===== config.mk =====
export PLATFORM = sky130hd
export DESIGN_NAME = pwm_timer_flat
export DESIGN_NICKNAME = d
export VERILOG_FILES = /design/src/rtl/pwm_timer_pkg.sv /design/src/rtl/pwm_timer_if.sv /design/src/rtl/pwm_shadow_regs.sv /design/src/rtl/pwm_timer.sv /design/src/flat_wrapper.sv
export SDC_FILE = /design/constraint.sdc
export NUM_CORES = 1
export LEC_CHECK = 0
export CAP_MARGIN = 15
export CORE_MARGIN = 4
export CORE_UTILIZATION = 53
export DETAILED_ROUTE_END_ITERATION = 10
export PLACE_DENSITY = 0.77
export SLEW_MARGIN = 20
export SYNTH_ARGS = -nofsm -noshare
export SYNTH_HDL_FRONTEND = slang
export SYNTH_SLANG_ARGS = --single-unit

===== constraint.sdc =====
create_clock -name clk -period 7.5 [get_ports clk]
set_clock_uncertainty 0.2 [all_clocks]
set_input_delay 1.125 -clock clk [delete_from_list [all_inputs] [get_ports clk]]
set_output_delay 1.125 -clock clk [all_outputs]
set_load 0.02 [all_outputs]

===== src/rtl/pwm_timer_pkg.sv =====
// Shared types and reset constants for the PWM/period timer.
package pwm_timer_pkg;

  typedef enum logic [1:0] {
    IDLE  = 2'd0,
    RUN   = 2'd1,
    DRAIN = 2'd2
  } state_t;

  localparam logic [31:0] PERIOD_RST = '1;
  localparam logic [31:0] DUTY_RST   = '0;

endpackage


===== src/rtl/pwm_timer_if.sv =====
// Control/config/status bundle of the PWM timer; master drives, slave is the timer.
interface pwm_timer_if #(
  parameter int unsigned WIDTH = 8
) ();

  logic             tick;
  logic             start;
  logic             stop;
  logic             oneshot;
  logic             cfg_wr;
  logic [WIDTH-1:0] period_in;
  logic [WIDTH-1:0] duty_in;
  logic [WIDTH-1:0] cnt;
  logic             pwm_out;
  logic             wrap;
  logic             busy;
  logic             cfg_pending;

  modport master (
    output tick, start, stop, oneshot, cfg_wr, period_in, duty_in,
    input  cnt, pwm_out, wrap, busy, cfg_pending
  );

  modport slave (
    input  tick, start, stop, oneshot, cfg_wr, period_in, duty_in,
    output cnt, pwm_out, wrap, busy, cfg_pending
  );

endinterface


===== src/rtl/pwm_shadow_regs.sv =====
// Double-buffered period/duty: shadow captures writes, active updates in IDLE or on wrap.
module pwm_shadow_regs
  import pwm_timer_pkg::*;
#(
  parameter int unsigned WIDTH = 8
) (
  input  logic             clk,
  input  logic             rst,
  input  logic             idle,
  input  logic             wrap_evt,
  input  logic             cfg_wr,
  input  logic [WIDTH-1:0] period_in,
  input  logic [WIDTH-1:0] duty_in,
  output logic [WIDTH-1:0] period_act,
  output logic [WIDTH-1:0] duty_act,
  output logic [WIDTH-1:0] duty_nxt,
  output logic             cfg_pending
);

  logic [WIDTH-1:0] period_sh;
  logic [WIDTH-1:0] duty_sh;
  logic [WIDTH-1:0] period_nxt;
  logic             pend_nxt;

  // A write landing on the wrap edge still applies the old shadow; the new
  // values stay pending for the following wrap.
  always_comb begin
    period_nxt = period_act;
    duty_nxt   = duty_act;
    pend_nxt   = cfg_pending;
    if (idle && cfg_wr) begin
      period_nxt = period_in;
      duty_nxt   = duty_in;
      pend_nxt   = 1'b0;
    end else if (wrap_evt) begin
      period_nxt = period_sh;
      duty_nxt   = duty_sh;
      pend_nxt   = cfg_wr;
    end else if (cfg_wr) begin
      pend_nxt   = 1'b1;
    end
  end

  always_ff @(posedge clk or posedge rst) begin
    if (rst) begin
      period_sh   <= PERIOD_RST[WIDTH-1:0];
      duty_sh     <= DUTY_RST[WIDTH-1:0];
      period_act  <= PERIOD_RST[WIDTH-1:0];
      duty_act    <= DUTY_RST[WIDTH-1:0];
      cfg_pending <= 1'b0;
    end else begin
      if (cfg_wr) begin
        period_sh <= period_in;
        duty_sh   <= duty_in;
      end
      period_act  <= period_nxt;
      duty_act    <= duty_nxt;
      cfg_pending <= pend_nxt;
    end
  end

endmodule


===== src/rtl/pwm_timer.sv =====
// PWM/period timer: tick-enabled period counter with registered PWM, wrap pulse and status.
module pwm_timer
  import pwm_timer_pkg::*;
#(
  parameter int unsigned WIDTH = 8
) (
  input  logic        clk,
  input  logic        rst,
  pwm_timer_if.slave  bus
);

  state_t           state;
  state_t           state_nxt;
  logic             mode;
  logic             idle;
  logic             running;
  logic             busy_nxt;
  logic             wrap_evt;
  logic             wrap_q;
  logic             pwm_q;
  logic [WIDTH-1:0] cnt_q;
  logic [WIDTH-1:0] cnt_nxt;
  logic [WIDTH-1:0] period_act;
  logic [WIDTH-1:0] duty_act;
  logic [WIDTH-1:0] duty_nxt;

  pwm_shadow_regs #(.WIDTH(WIDTH)) u_shadow (
    .clk         (clk),
    .rst         (rst),
    .idle        (idle),
    .wrap_evt    (wrap_evt),
    .cfg_wr      (bus.cfg_wr),
    .period_in   (bus.period_in),
    .duty_in     (bus.duty_in),
    .period_act  (period_act),
    .duty_act    (duty_act),
    .duty_nxt    (duty_nxt),
    .cfg_pending (bus.cfg_pending)
  );

  assign wrap_evt = running && bus.tick && (cnt_q == period_act);

  always_ff @(posedge clk or posedge rst) begin
    if (rst) state <= IDLE;
    else     state <= state_nxt;
  end

  always_comb begin
    state_nxt = state;
    unique case (state)
      IDLE:    if (bus.start) state_nxt = RUN;
      RUN: begin
        if (wrap_evt) begin
          if (mode || bus.stop) state_nxt = IDLE;
        end else if (bus.stop) begin
          state_nxt = DRAIN;
        end
      end
      DRAIN:   if (wrap_evt) state_nxt = IDLE;
      default: state_nxt = IDLE;
    endcase
  end

  always_comb begin
    idle     = (state == IDLE);
    running  = !idle;
    busy_nxt = (state_nxt != IDLE);
  end

  always_comb begin
    cnt_nxt = cnt_q;
    if (idle)
      cnt_nxt = '0;
    else if (bus.tick)
      cnt_nxt = wrap_evt ? '0 : cnt_q + 1'b1;
  end

  // PWM is registered from next-cycle count and duty so it lines up with cnt.
  always_ff @(posedge clk or posedge rst) begin
    if (rst) begin
      cnt_q  <= '0;
      wrap_q <= 1'b0;
      pwm_q  <= 1'b0;
      mode   <= 1'b0;
    end else begin
      cnt_q  <= cnt_nxt;
      wrap_q <= wrap_evt;
      pwm_q  <= busy_nxt && (cnt_nxt < duty_nxt);
      if (idle && bus.start) mode <= bus.oneshot;
    end
  end

  assign bus.cnt     = cnt_q;
  assign bus.pwm_out = pwm_q;
  assign bus.wrap    = wrap_q;
  assign bus.busy    = running;

endmodule


===== src/flat_wrapper.sv =====
// flat-port wrapper written by rule: the top's interface ports become plain ports
module pwm_timer_flat import pwm_timer_pkg::*;
#(
  parameter int unsigned WIDTH = 8
)
  (clk, rst, bus_tick, bus_start, bus_stop, bus_oneshot, bus_cfg_wr, bus_period_in, bus_duty_in, bus_cnt, bus_pwm_out, bus_wrap, bus_busy, bus_cfg_pending);
  pwm_timer_if #(.WIDTH(WIDTH)) bus_i ();
  input  logic clk;
  input  logic rst;
  input wire logic [$bits(bus_i.tick)-1:0] bus_tick;
  input wire logic [$bits(bus_i.start)-1:0] bus_start;
  input wire logic [$bits(bus_i.stop)-1:0] bus_stop;
  input wire logic [$bits(bus_i.oneshot)-1:0] bus_oneshot;
  input wire logic [$bits(bus_i.cfg_wr)-1:0] bus_cfg_wr;
  input wire logic [$bits(bus_i.period_in)-1:0] bus_period_in;
  input wire logic [$bits(bus_i.duty_in)-1:0] bus_duty_in;
  output wire logic [$bits(bus_i.cnt)-1:0] bus_cnt;
  output wire logic [$bits(bus_i.pwm_out)-1:0] bus_pwm_out;
  output wire logic [$bits(bus_i.wrap)-1:0] bus_wrap;
  output wire logic [$bits(bus_i.busy)-1:0] bus_busy;
  output wire logic [$bits(bus_i.cfg_pending)-1:0] bus_cfg_pending;
  assign bus_i.tick = bus_tick;
  assign bus_i.start = bus_start;
  assign bus_i.stop = bus_stop;
  assign bus_i.oneshot = bus_oneshot;
  assign bus_i.cfg_wr = bus_cfg_wr;
  assign bus_i.period_in = bus_period_in;
  assign bus_i.duty_in = bus_duty_in;
  assign bus_cnt = bus_i.cnt;
  assign bus_pwm_out = bus_i.pwm_out;
  assign bus_wrap = bus_i.wrap;
  assign bus_busy = bus_i.busy;
  assign bus_cfg_pending = bus_i.cfg_pending;
  pwm_timer #(.WIDTH(WIDTH)) u_core (.clk(clk), .rst(rst), .bus(bus_i));
endmodule

==> results.cfg, run 1 <==
[status]
outcome = complete, no violations

[cells_and_area]
stdcell_area_um2 = 2800
fin_cells = 289
insertedDiodeCount = 0
layout-drive-gt1-share_pct = 21.8
fin_util_pct = 68.5
n_fill_cell = 307
layout.nets = 269
syn_to_final_growth_pct = 22.2

[synth]
synth-xor-area-share_pct = 5.74
synth.area.top_cells = dfrtp_1 33%, dfstp_2 18%, mux2_2 7.9%
synth.largest_area_cell = dfrtp_1
synth_seq_area_share_pct = 51.1
synth_top_area_share_pct = 32.8
synthSimpleGateAreaFrac_pct = 10.9
synth_cell_types = 37
synthCells = 204
yosysWarnings = 0
ys_ff_latch = 46
synth-compound-area-share_pct = 8.69
syn_area_um2 = 2290
synthMuxAreaShare_pct = 15.1
syn_avg_cell_area_um2 = 11.2
synthAdderAreaFrac_pct = 4.37
syn_nets = 235
synth_top_family_by_area = multiplexers

[route]
dr.pass1.iters = 4
detail-route-antenna-nets = 0
drc_errors = 0
routedWlPerCell_um = 15.1
vias = 1562
drt_first_iter_violations = 124
met1Wirelength_um = 2050
via_per_inst = 5.40
wl_met3_um = 206
wl_met2_um = 2080
top_layer = met4
drt-total-wl_um = 4370

[grt]
grtUsageTotal_pct = 17.6
overflow = 0
grt_first_pass_wirelength_um = 7360
grt_pass1_vias = 1589
antenna_found_initial = 0
grt_max_degree = 47

[critical_path]
critPathSlowestCell = or3_1
crit_chain = clkdlybuf4s50_1, nand3_1, or3_1, mux2i_1, o21a_1, ha_1, a21o_1, a21oi_1, nor2b_1, a2111oi_0, and3_1
critPathMaxStageDelay_ps = 670
crit_fanout = 14
crit_path_start_kind = input pin
critPathBufInv = 1
path_delay_family = simple AND/OR/NAND/NOR gates
crit_required_ps = 7540
arrival_ps = 4220
cp-startpoint = bus_tick
crit_type = in2reg
cp-end-kind = register
reg2reg_from = u_core.state[0]

[placed_design]
dpl.hpwl_um = 3090
place_area_um2 = 2660
gp_congestion = 0.863
place_inst = 281
io_buffers = 34

[clock_tree]
cts-root-buf = clkbuf_8
holdBufCountCts = 0
cts_setup_buffers = 0
clk_path_buf_depth = 2
cts_resized = 0
tritoncts = done
insertion_delay_ps = 300
clk_pin_slew_worst_paths_ps = 90
cts_sinks = 46
cts_made_buffers = 5
htreeDepth = 2

[power]
peakVddDrop_v = 0.000159
powerDensity_nw_per_um2 = 322
p_leak_nw = 1.22

[floorplanning]
start_util_pct = 56.0
core_area_um2 = 4090
die_y_um = 73.7
die_w_um = 73.7
ios = 35
dieArea_um2 = 5440
rows = 23

[timing]
setup_viol = 0
fin_tns_setup_ps = 0
fmax_mhz = 239
hold_viol_final = 0
relSlewSlack_pct = 45.1
fin_crit_ps = 4180
slew_violations = 0
rsz0062_at_grt = no
whs_ps = 317
finalCritPeriodShare_pct = 55.7
worstMarginPinSlew_ps = 822

[hold_path]
worstHoldPathType = reg2reg
hp-start = u_core.u_shadow.duty_sh[1]

[run]
max_cap_violations = 0
[state kept, by name, indices dropped and copies added (netlist names)]
name / cells
u_core.bus.cnt: 8
u_core.u_shadow.duty_act: 8
u_core.u_shadow.period_act: 8
u_core.mode: 1
u_core.u_shadow.duty_sh: 8
u_core.u_shadow.cfg_pending: 1
u_core.bus.pwm_out: 1
u_core.bus.wrap: 1
u_core.state: 2
u_core.u_shadow.period_sh: 8
[power by group]
group          total, mW  switching, mW  internal (mW)
Combinational      0.304          0.156          0.147
Sequential         0.384         0.0498          0.334
Clock              0.213         0.0844          0.129
Total              0.901          0.291          0.610
[Yosys cell counts (all sizes together)]
| master | number |
|---|---|
| clkbuf | 4 |
| buf | 5 |
| o41ai | 1 |
| nor2b | 2 |
| xnor2 | 10 |
| a21oi | 9 |
| nand2b | 4 |
| nand4 | 4 |
| a21o | 1 |
| o211ai | 2 |
| and3 | 2 |
| xor2 | 5 |
| mux2 | 17 |
| a2111oi | 1 |
| and4 | 1 |
| nor3 | 1 |
| o21ai | 9 |
| and2 | 1 |
| or3 | 1 |
| nand3 | 4 |
| nand2 | 18 |
| o21a | 7 |
| nand3b | 1 |
| ha | 8 |
| dfrtp | 30 |
| mux2i | 15 |
| a31o | 1 |
| nor2 | 12 |
| inv | 12 |
| dfstp | 16 |
[layout make-up]
| class | count | area (µm²) | area share [%] |
|---|---|---|---|
| Clock buffer | 7 | 108 | 3.84 |
| Timing Repair Buffer | 36 | 355 | 12.7 |
| Clock inverter | 1 | 30.0 | 1.07 |
| Sequential cell | 46 | 1170 | 41.8 |
| Tap cell | 50 | 62.6 | 2.24 |
| Inverter | 12 | 47.5 | 1.70 |
| Multi-Input combinational cell | 137 | 1020 | 36.6 |
[per-stage QoR]
stage / total power [mW] / worst slack, ps
6_report: 0.901 / 3320
5_1_grt: 0.956 / 2940
2_1_floorplan: 0.597 / 4070
4_1_cts: 0.906 / 3320
3_3_place_gp: 0.680 / 3140
3_5_place_dp: 0.692 / 3010
[routing by layer]
layer  global-route usage (%)  up-vias
met5                        0        -
met1                     23.8      756
li1                         -      765
met2                     27.6       37
met3                     3.83        4
met4                     6.64        0
[cell usage in the layout (no fill, tap or decap), types with 4 or more instances in the layout]
cell type / instances
dfrtp_1: 30
mux2_2: 16
a21oi_1: 9
o21a_1: 7
ha_1: 8
nand3_1: 4
o21ai_1: 7
nand4_1: 4
nand2_1: 18
dfstp_2: 16
clkdlybuf4s50_1: 34
inv_1: 5
xor2_1: 5
inv_2: 5
xnor2_1: 10
mux2i_1: 15
nor2_1: 11
nand2b_1: 4
clkbuf_8: 6
[final timing paths]
check,end,slack (ps),cells after the start
max in group asynchronous,u_core.u_shadow.duty_act[4],5600,3
worst min register to register,u_core.u_shadow.duty_sh[1],320,1
worst max register to register,u_core.bus.pwm_out,4080,12
worst min-delay path,u_core.u_shadow.duty_sh[1],320,1
worst max-delay path,u_core.bus.pwm_out,3320,11
min in group asynchronous,u_core.bus.cnt[2],1110,3
[logic make-up (layout without fill, tap and decap cells)]
kind of cell    count (synthesis)  count (layout)
simple gates                   51              51
flops                          46              46
mux                            32              32
compound gates                 31              31
buf+inv                        21              56
xor+xnor                       15              15
fa+ha+maj                       8               8
No activity file was read; power rests on OpenSTA's default activity.
==> inputs of run 2 (changes only) <==
==> constraint.sdc (replaced) <==
create_clock -name clk -period 4.05 [get_ports clk]
set_clock_uncertainty 0.2 [all_clocks]
set_input_delay 0.6075 -clock clk [delete_from_list [all_inputs] [get_ports clk]]
set_output_delay 0.6075 -clock clk [all_outputs]
set_load 0.02 [all_outputs]
==> results.cfg, run 2 (synthesized netlist as in run 1, its figures left out) <==
[cells_and_area]
layout-drive-gt1-share_pct = 22.2
stdcell_area_um2 = 2770
syn_to_final_growth_pct = 21.1
insertedDiodeCount = 0
layout.nets = 273
fin_cells = 293
layout_commonest_cell = clkdlybuf4s50_1
final_cell_mix = 34 x clkdlybuf4s50_1, 30 x dfrtp_1, 18 x nand2_1, 16 x mux2_2, 16 x dfstp_2

[grt]
grt_first_pass_wirelength_um = 7780
overflow = 0
grt_max_degree = 30
grt_pass1_vias = 1649
antenna_found_initial = 0
grtUsageTotal_pct = 18.6

[placed_design]
place_area_um2 = 2690
gp_congestion = 0.838
post-place-ws_ps = 299
dpl.hpwl_um = 3300
place_inst = 285
io_buffers = 34

[clock_tree]
holdBufCountCts = 0
clk_pin_slew_worst_paths_ps = 80
cts_made_buffers = 5
cts_resized = 0
tritoncts = done
clk_path_buf_depth = 2
cts_setup_buffers = 0
htreeDepth = 2
cts-root-buf = clkbuf_8
insertion_delay_ps = 300
cts_sinks = 46

[critical_path]
cp-end-kind = register
reg2reg_from = u_core.u_shadow.period_act[7]
arrival_ps = 3480
r2r-end = u_core.bus.pwm_out
crit_fanout = 10
crit_path_end = u_core.bus.pwm_out
rrSetupSlack_ps = 810
crit_required_ps = 4090
crit_type = in2reg
reg2reg_depth = 11
cp-startpoint = bus_tick
crit_path_start_kind = input pin

[timing]
finalCritPeriodShare_pct = 85.0
worstMarginPinSlew_ps = 634
slew_violations = 0
fin_tns_setup_ps = 0
fin_crit_ps = 3440
fin_ws_ps = 607
fmax_mhz = 290
relSlewSlack_pct = 57.5
hold_viol_final = 0
setup_viol = 0
rsz0062_at_grt = no

[route]
routedWlPerCell_um = 15.5
detail-route-antenna-nets = 0
drc_errors = 0
vias = 1587
drt-total-wl_um = 4550
via_per_inst = 5.42
dr.pass1.iters = 4
drt_first_iter_violations = 97

[floorplanning]
start_util_pct = 56.0
ios = 35
die_y_um = 73.7
dieArea_um2 = 5440
rows = 23
die_w_um = 73.7
core_area_um2 = 4090

[power]
power.switching_uw = 533
p_leak_nw = 1.21
power_frac_clock_pct = 17.3
swShare_pct = 34.4
power_frac_comb_pct = 36.8
powerDensity_nw_per_um2 = 559
peakVddDrop_v = 0.000280
power_frac_seq_pct = 45.8
p_int_mw = 1.02

[hold_path]
worstHoldPathType = reg2reg

[run]
max_cap_violations = 0

[status]
outcome = complete, no violations
-- run 2: critical path, stage by stage --
cell and delay [ps]:
clkdlybuf4s50_1 600, nand3_1 90, or3_1 560, mux2i_1 190
o21a_1 190, ha_1 310, a21o_1 190, a21oi_1 140
nor2b_1 70, a2111oi_0 340, and3_1 200
-- run 2: through the flow --
stage                     utilization, %  power (mW)  hold WS [ps]
after floorplan                        -        1.10           280
after global placement              65.9        1.27           297
after detailed placement            65.9        1.29           298
after CTS                           67.9        1.56           317
after global routing                67.9        1.67           330
final                               67.9        1.55           314
-- run 2: routing by layer --
metal / vias up / routed length (µm) / GRT usage [%]
met5: - / 0 / 0
met4: 0 / 75 / 7.24
met3: 7 / 244 / 3.28
met2: 35 / 2170 / 29.5
met1: 775 / 2060 / 25.2
li1: 770 / - / -
-- run 2: cell type report --
cell class | instances | area [µm²]
Inverter | 12 | 47.5
Multi-Input combinational cell | 137 | 1020
Clock buffer | 6 | 72.6
Timing Repair Buffer | 40 | 385
Sequential cell | 46 | 1170
Clock inverter | 2 | 8.76
Tap cell | 50 | 62.6
Fill cell | 311 | 1310
-- run 2: worst min-delay path by stage --
stage / start / end / slack (ps) / cells past startpoint
floorplan: u_core.u_shadow.duty_sh[1] / u_core.u_shadow.duty_sh[1] / 280 / 1
global placement: u_core.u_shadow.duty_sh[0] / u_core.u_shadow.duty_sh[0] / 300 / 1
detailed placement: u_core.u_shadow.duty_sh[7] / u_core.u_shadow.duty_sh[7] / 300 / 1
CTS: u_core.u_shadow.duty_sh[7] / u_core.u_shadow.duty_sh[7] / 320 / 1
global route: u_core.u_shadow.duty_sh[7] / u_core.u_shadow.duty_sh[7] / 330 / 1
finish: u_core.u_shadow.duty_sh[7] / u_core.u_shadow.duty_sh[7] / 310 / 1
-- run 2: power groups by stage --
stage                     clock network [mW]  logic, mW  registers, mW
after floorplan                            0      0.392          0.713
after global placement                     0      0.554          0.711
after detailed placement                   0      0.568          0.719
after CTS                              0.272      0.574          0.711
after global routing                   0.290      0.645          0.730
final                                  0.269      0.570          0.710
==> inputs of run 3 (changes only) <==
--- a/config.mk
+++ b/config.mk
@@ -10,7 +10,6 @@
 export CORE_UTILIZATION = 53
 export DETAILED_ROUTE_END_ITERATION = 10
 export PLACE_DENSITY = 0.77
-export SLEW_MARGIN = 20
 export SYNTH_ARGS = -nofsm -noshare
 export SYNTH_HDL_FRONTEND = slang
 export SYNTH_SLANG_ARGS = --single-unit
==> results of run 3 <==
No change in the layout: final DEF, timing and power equal those of run 2.
